File: src/rtl/crc_bit_feeder.sv
// Byte-to-bit feeder for a serial CRC-32 engine: accepts framed bytes, shifts them
// out one bit per clock, clears the engine per frame and reports CRC and length.
module crc_bit_feeder #(
    parameter bit MSB_FIRST = 1'b1,
    parameter int LEN_W     = 16
) (
    input  logic             clk,
    input  logic             reset_n,
    input  logic [7:0]       s_data,
    input  logic             s_valid,
    input  logic             s_last,
    output logic             s_ready,
    output logic             crc_clr,
    output logic             crc_en,
    output logic             crc_din,
    input  logic [31:0]      crc_in,
    output logic [31:0]      crc_result,
    output logic [LEN_W-1:0] frame_len,
    output logic             crc_valid,
    output logic             busy
);

    typedef enum logic {
        ST_IDLE  = 1'b0,
        ST_SHIFT = 1'b1
    } state_t;

    state_t             state_q, state_d;
    logic [2:0]         bit_cnt_q, bit_cnt_d;
    logic [7:0]         sr_q, sr_d;
    logic               last_q, last_d;
    logic               frame_open_q, frame_open_d;
    logic [LEN_W-1:0]   len_cnt_q, len_cnt_d;
    logic [31:0]        crc_result_q, crc_result_d;
    logic [LEN_W-1:0]   frame_len_q, frame_len_d;
    logic               crc_valid_q, crc_valid_d;
    logic               last_bit_s;
    logic               ready_s;
    logic               acc_s;

    assign last_bit_s = (state_q == ST_SHIFT) && (bit_cnt_q == 3'd7);
    assign ready_s    = (state_q == ST_IDLE) || last_bit_s;
    assign acc_s      = s_valid & ready_s;

    // Next-state logic: FSM, shift register, frame tracking and result capture
    always_comb begin
        state_d      = state_q;
        bit_cnt_d    = bit_cnt_q;
        sr_d         = sr_q;
        last_d       = last_q;
        frame_open_d = frame_open_q;
        len_cnt_d    = len_cnt_q;
        crc_result_d = crc_result_q;
        frame_len_d  = frame_len_q;
        crc_valid_d  = 1'b0;

        case (state_q)
            ST_IDLE: begin
                if (acc_s) begin
                    sr_d      = s_data;
                    bit_cnt_d = 3'd0;
                    last_d    = s_last;
                    state_d   = ST_SHIFT;
                end else begin
                    state_d   = ST_IDLE;
                end
            end
            ST_SHIFT: begin
                bit_cnt_d = bit_cnt_q + 3'd1;
                sr_d      = MSB_FIRST ? {sr_q[6:0], 1'b0} : {1'b0, sr_q[7:1]};
                if (last_bit_s && acc_s) begin
                    sr_d      = s_data;
                    bit_cnt_d = 3'd0;
                    last_d    = s_last;
                end else if (last_bit_s) begin
                    state_d   = ST_IDLE;
                end else begin
                    state_d   = ST_SHIFT;
                end
            end
            default: begin
                state_d = ST_IDLE;
            end
        endcase

        // A new frame restarts the count at 1; the count sticks at all-ones
        if (acc_s) begin
            frame_open_d = ~s_last;
            if (!frame_open_q) begin
                len_cnt_d = LEN_W'(1);
            end else if (len_cnt_q != {LEN_W{1'b1}}) begin
                len_cnt_d = len_cnt_q + LEN_W'(1);
            end else begin
                len_cnt_d = len_cnt_q;
            end
        end else begin
            frame_open_d = frame_open_q;
        end

        // crc_in is the engine's next-state value, so it already includes the final bit
        if (last_bit_s && last_q) begin
            crc_result_d = crc_in;
            frame_len_d  = len_cnt_q;
            crc_valid_d  = 1'b1;
        end else begin
            crc_valid_d  = 1'b0;
        end
    end

    // State and datapath registers
    always_ff @(posedge clk or negedge reset_n) begin
        if (!reset_n) begin
            state_q      <= ST_IDLE;
            bit_cnt_q    <= 3'd0;
            sr_q         <= 8'h00;
            last_q       <= 1'b0;
            frame_open_q <= 1'b0;
            len_cnt_q    <= {LEN_W{1'b0}};
            crc_result_q <= 32'h0000_0000;
            frame_len_q  <= {LEN_W{1'b0}};
            crc_valid_q  <= 1'b0;
        end else begin
            state_q      <= state_d;
            bit_cnt_q    <= bit_cnt_d;
            sr_q         <= sr_d;
            last_q       <= last_d;
            frame_open_q <= frame_open_d;
            len_cnt_q    <= len_cnt_d;
            crc_result_q <= crc_result_d;
            frame_len_q  <= frame_len_d;
            crc_valid_q  <= crc_valid_d;
        end
    end

    assign s_ready    = ready_s;
    assign crc_clr    = acc_s & ~frame_open_q;
    assign crc_en     = (state_q == ST_SHIFT);
    assign crc_din    = (state_q == ST_SHIFT) & (MSB_FIRST ? sr_q[7] : sr_q[0]);
    assign busy       = (state_q == ST_SHIFT);
    assign crc_result = crc_result_q;
    assign frame_len  = frame_len_q;
    assign crc_valid  = crc_valid_q;

endmodule

File: config.mk
export PLATFORM = sky130hd
export DESIGN_NAME = crc_bit_feeder
export DESIGN_NICKNAME = d
export VERILOG_FILES = /design/src/rtl/crc_bit_feeder.sv
export SDC_FILE = /design/constraint.sdc
export NUM_CORES = 1
export LEC_CHECK = 0
export BUFFER_PORTS_ARGS = -buffer_cell sky130_fd_sc_hd__clkbuf_2
export CORE_ASPECT_RATIO = 2
export CORE_MARGIN = 5
export CORE_UTILIZATION = 48
export CTS_BUF_LIST = sky130_fd_sc_hd__clkbuf_4
export DETAILED_ROUTE_END_ITERATION = 10
export GPL_TIMING_DRIVEN = 0
export PLACE_DENSITY_LB_ADDON = 0.12
export SETUP_SLACK_MARGIN = 0.2
export SLEW_MARGIN = 20
export SYNTH_ARGS = -nofsm -noshare
export SYNTH_HDL_FRONTEND = slang
export SYNTH_SLANG_ARGS = --single-unit
File: constraint.sdc
create_clock -name clk -period 1.7 [get_ports clk]
set_input_delay 0.17 -clock clk [delete_from_list [all_inputs] [get_ports clk]]
set_output_delay 0.17 -clock clk [all_outputs]
set_load 0.01 [all_outputs]
==> flow_summary_export.csv <==
group,metric,value,unit
power_and_ir_drop,cellLeakagePower,2.86,nW
synth,synth-edff-count,0,
sta,rsz0062_at_grt,"yes",
power_and_ir_drop,finalPower,8.61,mW
synth,synth_seq_cells,79,
worst_setup_path,path_cells,"ha_2 -> ha_4 -> nand2b_4 -> buf_8 -> buf_4 -> buf_6 -> nand2_4 -> buf_8 -> o311ai_4 -> o41ai_2",
cells_and_area,fin_cells,587,
sta,skew,0.0200,ns
grt,grt_pass1_wl,18.7,mm
worst_setup_path,critPathBufInv,4,
synth,synthCells,293,
sta,final.period_utilization,116,%
synth,yosysSeqAreaShare,57.5,%
grt,grt_start_max_net_pins,41,
clock_network,cts_tree,"yes",
worst_setup_path,required,2.01,ns
synth,synth.top_cells.by_area,"dfrtp_1, mux2_2, nand3_1, nand2_1, a21oi_1",
worst_setup_path,critPathArrivalTime,2.29,ns
routing,ant_nets,0,
place,hpwl,6.15,mm
sta,worst_slack,-0.280,ns
worst_setup_path,worst_path_max_delay_cell,"dfrtp_1",
power_and_ir_drop,seqPwrFrac,37.4,%
worst_setup_path,cp_slowest_stage_delay,0.39,ns
power_and_ir_drop,p_per_area,1450,nW/um2
sta,drv_slew,0,
clock_network,clk_latency,0.45,ns
grt,grt_antenna_before_repair,1,
power_and_ir_drop,switchingPower,3.14,mW
clock_network,htreeDepth,3,
power_and_ir_drop,peakVddDrop,0.943,mV
routing,wl,12.2,mm
worst_setup_path,reg2reg_depth,10,
power_and_ir_drop,p_clk_share,12.9,%
synth,async_flop_share,100,%
grt,track_usage,26.8,%
place,dpl_cell_area,4200,um2
sta,slew_headroom,57.0,%
clock_network,clkTransAtPathRegs,0.12,ns
power_and_ir_drop,combPwrFrac,49.7,%
cells_and_area,multi_input_area,1920,um2
sta,tightest_slew,0.645,ns
die,dieArea,9060,um2
sta,timing.final.hold_violations,0,
min_path,hold_start,"s_valid",
cells_and_area,final_cell_mix,"clkbuf_2, dfrtp_1, mux2_4",
min_path,worstHoldEndpoint,"len_cnt_q[10]",
die,io_pins,98,
clock_network,clock_sinks,79,
outcome,status,"finished with violations",
worst_setup_path,r2r-end,"len_cnt_q[4]",
min_path,hold_path.class,"primary input to flip-flop",
cells_and_area,stdcell_area,5920,um2
die,initial_core_util,49.6,%
cells_and_area,final_nets,538,
cells_and_area,area_growth,72.2,%
sta,setup_viol,75,
synth,synth-main-ff-cell,"dfrtp_1",
synth,syn-cell-area,3440,um2
routing,drc,0,
clock_network,clockBufferDepth,2,
routing,via_per_inst,5.74,
worst_setup_path,cpLargestDelayFamily,"buffers and inverters",
die,fp.dieH,130,um
sta,finalWorstPathRequiredPeriod,1.98,ns
cells_and_area,regArea,1990,um2
cells_and_area,final_util,85.4,%
worst_setup_path,cp_common_cell,"buf_8",
grt,grt_overflow,0,
cells_and_area,final_common_cell,"clkbuf_2",
synth,syn_nets,340,
job,maxCapViolations,0,
worst_setup_path,worstPathMaxFanout,5,
clock_network,numCtsBuffers,9,
cells_and_area,drive_above_1_share,58.9,%
clock_network,cts_root_buf,"clkbuf_4",
sta,clock.fmax,505,MHz
worst_setup_path,start_kind,"flip-flop",
cells_and_area,fillers,311,
grt,grt_pass1_vias,3645,
place,io_buffers,97,
synth,ys_types,33,
place,dp.cells,481,
synth,yosysWarnings,0,
routing,num_vias,3371,
die,die_w,69.9,um
outcome,failed_checks,"negative setup slack",
place,gp_congestion,0.883,
routing,drt-initial-drc-count,152,
worst_setup_path,r2r_slack,-0.28,ns
worst_setup_path,worstReg2RegStart,"bit_cnt_q[1]",
synth,yosys.area.top_type,"dfrtp_1",
min_path,min_delay_path_depth,3,
routing,wl_per_cell,20.7,um
worst_setup_path,cp-end-kind,"flip-flop",
worst_setup_path,path_class,"flip-flop to flip-flop",
power_and_ir_drop,swShare,36.5,%
die,core,6940,um2
die,rows,43,
synth,synth_area_per_cell,11.7,um2
synth,post-synth-top-area-fraction,57.5,%
power_and_ir_drop,p_int,5.47,mW
routing,first_pass_iters,4,
==> worst max path at each step <==
stage | from | end | slack (ns) | cells past startpoint
finish | bit_cnt_q[1] | len_cnt_q[4] | -0.28 | 10
floorplan | bit_cnt_q[0] | len_cnt_q[13] | 0.09 | 7
global route | bit_cnt_q[1] | len_cnt_q[4] | -0.31 | 10
CTS | bit_cnt_q[0] | crc_clr | -0.21 | 7
global placement | reset_n | len_cnt_q[0] | -0.43 | 1
detailed placement | len_cnt_q[1] | len_cnt_q[9] | -0.13 | 5
==> what timing repair did <==
item | CTS | global route
resized for setup | 140 | 35
pin swaps | 20 | 6
endpoints found under the hold margin | 81 | 0
hold buffers | 42 | 0
buffers inserted | 39 | 1
setup endpoints to repair | 74 | 80
gates cloned | 7 | 0
==> state kept, by name (all words and copies together) (netlist names) <==
name,cells
sr_q,8
frame_open_q,1
crc_valid,1
len_cnt_q,16
frame_len,16
crc_result,32
busy,1
last_q,1
bit_cnt_q,3
==> per-layer routing <==
layer  vias to the layer above  part of all wire [%]  global-route usage [%]
li1                       1486                     -                       -
met1                      1671                    33                    26.1
met2                       157                    56                    50.8
met3                        57                   5.5                    5.71
met4                         0                   5.1                    16.4
met5                         -                     0                       0
==> cell families (layout without fill, tap and decap cells) <==
group	after synthesis	after routing	share of synthesized area [%]
fa+ha+maj	3	3	1.09
buf+inv	29	232	3.27
mux	46	46	15.0
compound gates	59	59	11.5
other cells	0	1	0
simple gates	77	77	11.7
flops	79	79	57.5
==> synth_stat cells (7+ instances only) <==
library cell  number
nor2_1            13
nand3_1           16
dfrtp_1           79
nand2_1           21
mux2_2            44
o21ai_0            8
inv_1             13
o22ai_1            7
o311ai_0           7
clkbuf_1          15
a21oi_1           13
a31oi_1            7
==> power groups by stage <==
stage / registers (mW) / clock network (mW) / logic, mW
floorplan: 3.30 / 0 / 1.41
global placement: 3.12 / 0 / 2.51
detailed placement: 3.15 / 0 / 2.59
CTS: 3.14 / 1.14 / 3.94
global route: 3.30 / 1.21 / 4.54
finish: 3.23 / 1.11 / 4.28
==> worst reg2reg max path: cells and delay by family (launching register included) <==
family / cells / cell delay, ns
AO/OA/AOI/OAI: 2 / 0.41
adder cells (fa/ha/maj): 2 / 0.33
AND/OR/NAND/NOR: 2 / 0.23
flip-flops: 1 / 0.39
buffers and inverters: 4 / 0.51
==> metrics by stage <==
step                setup WS [ns]  setup TNS (ns)  hold WS [ns]
floorplan                  0.0855               0        -0.126
global placement           -0.429          -22.62         0.365
detailed placement         -0.127           -1.30         0.225
CTS                        -0.211           -5.77         0.141
global route               -0.315          -12.33         0.235
finish                     -0.280          -10.02         0.211
==> final cells by class <==
| type | instances | share of cell area [%] |
|---|---|---|
| inverter | 13 | 0.824 |
| timing repair buffer | 187 | 24.5 |
| tap | 90 | 1.90 |
| antenna | 1 | 0.0422 |
| clock buffer | 10 | 1.27 |
| clock inverter | 6 | 1.03 |
| multi-input combinational | 185 | 32.5 |
| sequential | 79 | 33.6 |
| buffer | 16 | 4.35 |
Power figures use the tool's default switching activity.
